<file path="src/rtl/marquee_ring_buffer.sv">
// Circular symbol buffer for the seven-segment marquee: a register ring plus a
// head pointer, rotated by a prescaler or by single steps, with a VISIBLE-wide window.
module marquee_ring_buffer #(
   parameter int                DATA_W   = 5,
   parameter int                DEPTH    = 16,
   parameter int                VISIBLE  = 9,
   parameter logic [DATA_W-1:0] BLANK    = 5'h10,
   parameter int                TICK_DIV = 4
) (
   input  logic                        clock,
   input  logic                        reset,
   input  logic                        clear,
   input  logic                        wr_en,
   input  logic [$clog2(DEPTH)-1:0]    wr_pos,
   input  logic [DATA_W-1:0]           wr_data,
   input  logic                        run,
   input  logic                        step,
   input  logic                        direction,
   output logic [VISIBLE*DATA_W-1:0]   win,
   output logic [$clog2(DEPTH)-1:0]    head,
   output logic                        wrap
);

   localparam int AW = $clog2(DEPTH);
   localparam int PW = (TICK_DIV > 1) ? $clog2(TICK_DIV) : 1;
   localparam logic [AW-1:0] HEAD_MAX = AW'(DEPTH - 1);
   localparam logic [AW:0]   DEPTH_W  = (AW + 1)'(DEPTH);
   localparam logic [PW-1:0] PRE_MAX  = PW'(TICK_DIV - 1);

   logic [DATA_W-1:0] ring_reg [DEPTH];
   logic [AW-1:0]     head_reg, head_next;
   logic [PW-1:0]     pre_reg, pre_next;
   logic              wrap_reg;
   logic              step_now;
   logic [AW:0]       wr_sum;
   logic [AW-1:0]     wr_addr;
   logic              wr_ok;

   // Prescaler sits at 0 while stopped, so the first run step lands TICK_DIV cycles in.
   always_comb begin
      step_now  = run ? (pre_reg == PRE_MAX) : step;
      pre_next  = '0;
      if (run && (pre_reg != PRE_MAX))
         pre_next = pre_reg + 1'b1;
      head_next = head_reg;
      if (step_now) begin
         if (direction)
            head_next = (head_reg == '0) ? HEAD_MAX : head_reg - 1'b1;
         else
            head_next = (head_reg == HEAD_MAX) ? '0 : head_reg + 1'b1;
      end
      wr_sum  = {1'b0, head_reg} + {1'b0, wr_pos};
      wr_addr = (wr_sum >= DEPTH_W) ? AW'(wr_sum - DEPTH_W) : wr_sum[AW-1:0];
      wr_ok   = wr_en && (32'(wr_pos) < DEPTH);
   end

   always_ff @(posedge clock or posedge reset) begin
      if (reset) begin
         for (int i = 0; i < DEPTH; i++)
            ring_reg[i] <= BLANK;
         head_reg <= '0;
         pre_reg  <= '0;
         wrap_reg <= 1'b0;
      end else if (clear) begin
         for (int i = 0; i < DEPTH; i++)
            ring_reg[i] <= BLANK;
         head_reg <= '0;
         pre_reg  <= '0;
         wrap_reg <= 1'b0;
      end else begin
         // Write address uses the pre-step head; the symbol then rides the rotation.
         if (wr_ok)
            ring_reg[wr_addr] <= wr_data;
         head_reg <= head_next;
         pre_reg  <= pre_next;
         wrap_reg <= step_now && (head_next == '0);
      end
   end

   genvar gi;
   generate
      for (gi = 0; gi < VISIBLE; gi++) begin : g_win
         logic [AW:0]   rd_sum;
         logic [AW-1:0] rd_idx;
         assign rd_sum = {1'b0, head_reg} + (AW + 1)'(gi);
         assign rd_idx = (rd_sum >= DEPTH_W) ? AW'(rd_sum - DEPTH_W) : rd_sum[AW-1:0];
         assign win[gi*DATA_W +: DATA_W] = ring_reg[rd_idx];
      end
   endgenerate

   assign head = head_reg;
   assign wrap = wrap_reg;

endmodule

</file>
<file path="config.mk">
export PLATFORM = sky130hd
export DESIGN_NAME = marquee_ring_buffer
export DESIGN_NICKNAME = d
export VERILOG_FILES = /design/src/rtl/marquee_ring_buffer.sv
export SDC_FILE = /design/constraint.sdc
export NUM_CORES = 1
export LEC_CHECK = 0
export CORE_MARGIN = 1
export CORE_UTILIZATION = 60
export CTS_CLUSTER_DIAMETER = 40
export DETAILED_ROUTE_END_ITERATION = 12
export DONT_BUFFER_PORTS = 1
export GPL_TIMING_DRIVEN = 0
export PLACE_DENSITY = 0.82
export REMOVE_ABC_BUFFERS = 1
export SLEW_MARGIN = 30
export SYNTH_ARGS = -nofsm -noshare
export SYNTH_HDL_FRONTEND = slang
export SYNTH_SLANG_ARGS = --single-unit
</file>
<file path="constraint.sdc">
create_clock -name clock -period 6.1 [get_ports clock]
set_input_delay 1.83 -clock clock [delete_from_list [all_inputs] [get_ports clock]]
set_output_delay 1.83 -clock clock [all_outputs]
set_load 0.02 [all_outputs]
</file>
==> results.py <==
metrics = {
    "timing": {
        "finalCriticalPeriod_ns": 5.46,
        "setup_viol": 0,
        "fin_skew_ns": 0.00860,
        "setup_ws_ns": 0.644,
        "post-route-period-util": 0.894,
        "slew_headroom": 0.233,
        "fmax_mhz": 183,
        "hold_violations": 0,
        "slew_viol_final": 0,
        "rsz0062_at_grt": "false",
        "worstMarginPinSlew_ns": 1.14,
    },
    "logic_synthesis": {
        "synth_seq_cells": 87,
        "async_flop_share": 1.00,
        "synth_area_um2": 7110,
        "synth-seq-area-share": 0.309,
        "synth_cells": 524,
        "avgSynthCellArea_um2": 13.6,
        "synth_ff_type": "dfrtp_1",
        "synth_edf_count": 0,
        "yosysWarnings": 0,
        "synthDistinctLibCells": 39,
    },
    "drt": {
        "ant_nets": 0,
        "wl_per_cell_um": 30.6,
        "drc": 0,
        "drtPass1Iterations": 5,
        "vias": 5054,
        "vias_per_cell": 7.93,
        "first_iter_violations": 563,
        "drt-total-wl_um": 19500,
    },
    "die": {
        "initial_utilization": 0.620,
        "die_h_um": 111,
        "core_area_um2": 11500,
        "die_x_um": 111,
        "dieArea_um2": 12300,
        "core.rowCount": 39,
        "ios": 66,
    },
    "clock_tree": {
        "holdBufCountCts": 0,
        "insertion_delay_ns": 0.36,
        "cts_setup_buffers": 0,
        "clkSinkCount": 87,
        "postCtsResizedCells": 0,
        "path_clk_slew_ns": 0.07,
        "cts_tree": "built",
        "htree_num_levels": 3,
        "clock_path_buffers": 2,
        "cts_root_buffer": "clkbuf_16",
        "numCtsBuffers": 9,
    },
    "place": {
        "io_buffers": 0,
        "place_congestion": 0.894,
        "post-dp-hpwl_um": 12600,
        "place_inst": 621,
        "dp_slack_ns": 0.866,
    },
    "critical_path": {
        "critical_path_required_ns": 4.27,
        "endpoint_kind": "output port",
        "crit_start": "head[2]$_DFF_PP0_",
        "crit_fanout": 17,
        "cp_slowest_cell": "dfrtp_2",
        "timing.rr.start": "head[2]$_DFF_PP0_",
        "endpoint": "win[31]",
        "crit_chain": "inv_1 > ha_1 > xnor2_2 > mux4_2",
        "worstReg2RegEnd": "wrap$_DFF_PP0_",
        "slowest_delay_ns": 0.80,
        "cp.arrival_ns": 3.63,
        "r2r_setup_slack_ns": 2.70,
        "reg2regPathDepth": 6,
        "path_class": "register to output port",
        "critPathLaunchType": "register",
    },
    "job": {
        "maxCapViolations": 0,
    },
    "cells_and_area": {
        "utilization": 0.661,
        "diodes": 0,
        "syn2layout_area_growth_pct": 6.71,
        "final_layout_size_suffix_gt1_frac": 0.379,
        "largest_reg_flops": 80,
        "num-nets-final": 519,
        "fillers": 752,
        "final_cells": 637,
    },
    "global_route": {
        "antenna_found_initial": 0,
        "grt_pass1_vias": 5091,
        "gr-total-overflow": 0,
        "grt_max_degree": 70,
        "grt_pass1_wl_um": 30500,
        "groute.usage.overall": 0.339,
    },
    "pwr": {
        "peakVddDrop_v": 0.000143,
        "p_leak_nw": 3.23,
        "power.density_nw_per_um2": 215,
    },
    "run_status": {
        "status": "finished, final reports clean",
    },
    "min_path": {
        "hold_path.class": "register to register",
    },
}
==> logic make-up (layout without fill, tap and decap cells) <==
kind of cell	Yosys count	count (layout)	share of synthesized area
buffers and inverters	57	27	0.0382
XOR/XNOR	13	13	0.0160
AND/OR/NAND/NOR	121	121	0.0757
multiplexers	207	207	0.513
flip-flops	87	87	0.309
AO/OA/AOI/OAI	25	25	0.0218
adder cells (fa/ha/maj)	14	14	0.0257
==> power breakdown <==
group          switching [mW]  total, mW  internal, mW
Clock                   0.249      0.609         0.360
Combinational           0.227      0.388         0.161
Sequential             0.0355      0.632         0.597
==> stage by stage <==
step	hold slack [ns]	TNS, ns	total power [mW]	instance area, um^2
final	0.441	0	1.63	7580
after CTS	0.445	0	1.62	7570
after detailed placement	0.436	0	1.02	7250
after global routing	0.471	0	1.68	7580
after global placement	0.427	-69.48	0.991	7040
after floorplan	0.417	-26.50	0.907	6860
==> Yosys cell counts, drive strengths merged (2+ instances only) <==
cell type    n  share of area
mux4       126           0.40
mux2i       80           0.11
nand2       72          0.038
dfrtp       71           0.25
nor2        27          0.014
buf         26          0.022
clkbuf      24          0.013
dfstp       16          0.059
ha          13          0.023
o21ai        9         0.0063
or4          8         0.0090
xnor2        8         0.0099
inv          6         0.0032
a21oi        5         0.0035
xor2         5         0.0062
a21boi       4         0.0042
a211oi       3         0.0032
nand3b       3         0.0032
nand3        2         0.0014
nor4b        2         0.0025
==> routing by layer <==
metal	global-route usage	share of wire	vias to the layer above
met2	0.525	0.49	343
met1	0.428	0.34	2628
met5	0	0	-
met4	0.194	0.056	0
met3	0.103	0.11	89
li1	-	-	1994
==> critical path, delay by kind of cell, from the launching register on <==
kind	cells	cell delay [ns]
buf+inv	1	0.62
xor+xnor	1	0.70
fa+ha+maj	1	0.43
flops	1	0.80
mux	1	0.71
==> placed cells by master (no fill, tap or decap), types with 3 or more instances in the layout <==
cell / instances
xnor2_2: 6
a211oi_1: 3
mux4_2: 126
o21ai_2: 4
o21ai_1: 3
a21boi_0: 4
a21oi_1: 4
clkbuf_16: 9
ha_1: 12
dfstp_2: 16
inv_1: 4
buf_16: 4
mux2i_1: 80
nor2_1: 26
nand3b_1: 3
nand2_1: 72
xor2_1: 3
or4_1: 7
dfrtp_1: 67
==> worst min path at each step <==
stage	slack [ns]	to	start	cells after the start
finish	0.44	pre_reg[0]$_DFF_PP0_	pre_reg[0]$_DFF_PP0_	1
global route	0.47	pre_reg[0]$_DFF_PP0_	pre_reg[0]$_DFF_PP0_	1
CTS	0.44	pre_reg[0]$_DFF_PP0_	pre_reg[0]$_DFF_PP0_	1
detailed placement	0.44	pre_reg[0]$_DFF_PP0_	pre_reg[0]$_DFF_PP0_	1
global placement	0.43	pre_reg[0]$_DFF_PP0_	pre_reg[0]$_DFF_PP0_	1
floorplan	0.42	pre_reg[0]$_DFF_PP0_	pre_reg[0]$_DFF_PP0_	1
==> final cells by class <==
| cell class | instances | area, um^2 | area share |
|---|---|---|---|
| Sequential cell | 87 | 2210 | 0.291 |
| Inverter | 7 | 33.8 | 0.00445 |
| Timing Repair Buffer | 4 | 110 | 0.0145 |
| Clock buffer | 9 | 225 | 0.0297 |
| Tap cell | 143 | 179 | 0.0236 |
| Multi-Input combinational cell | 380 | 4730 | 0.624 |
| Clock inverter | 7 | 96.3 | 0.0127 |
No activity file was read; power rests on OpenSTA's default activity.
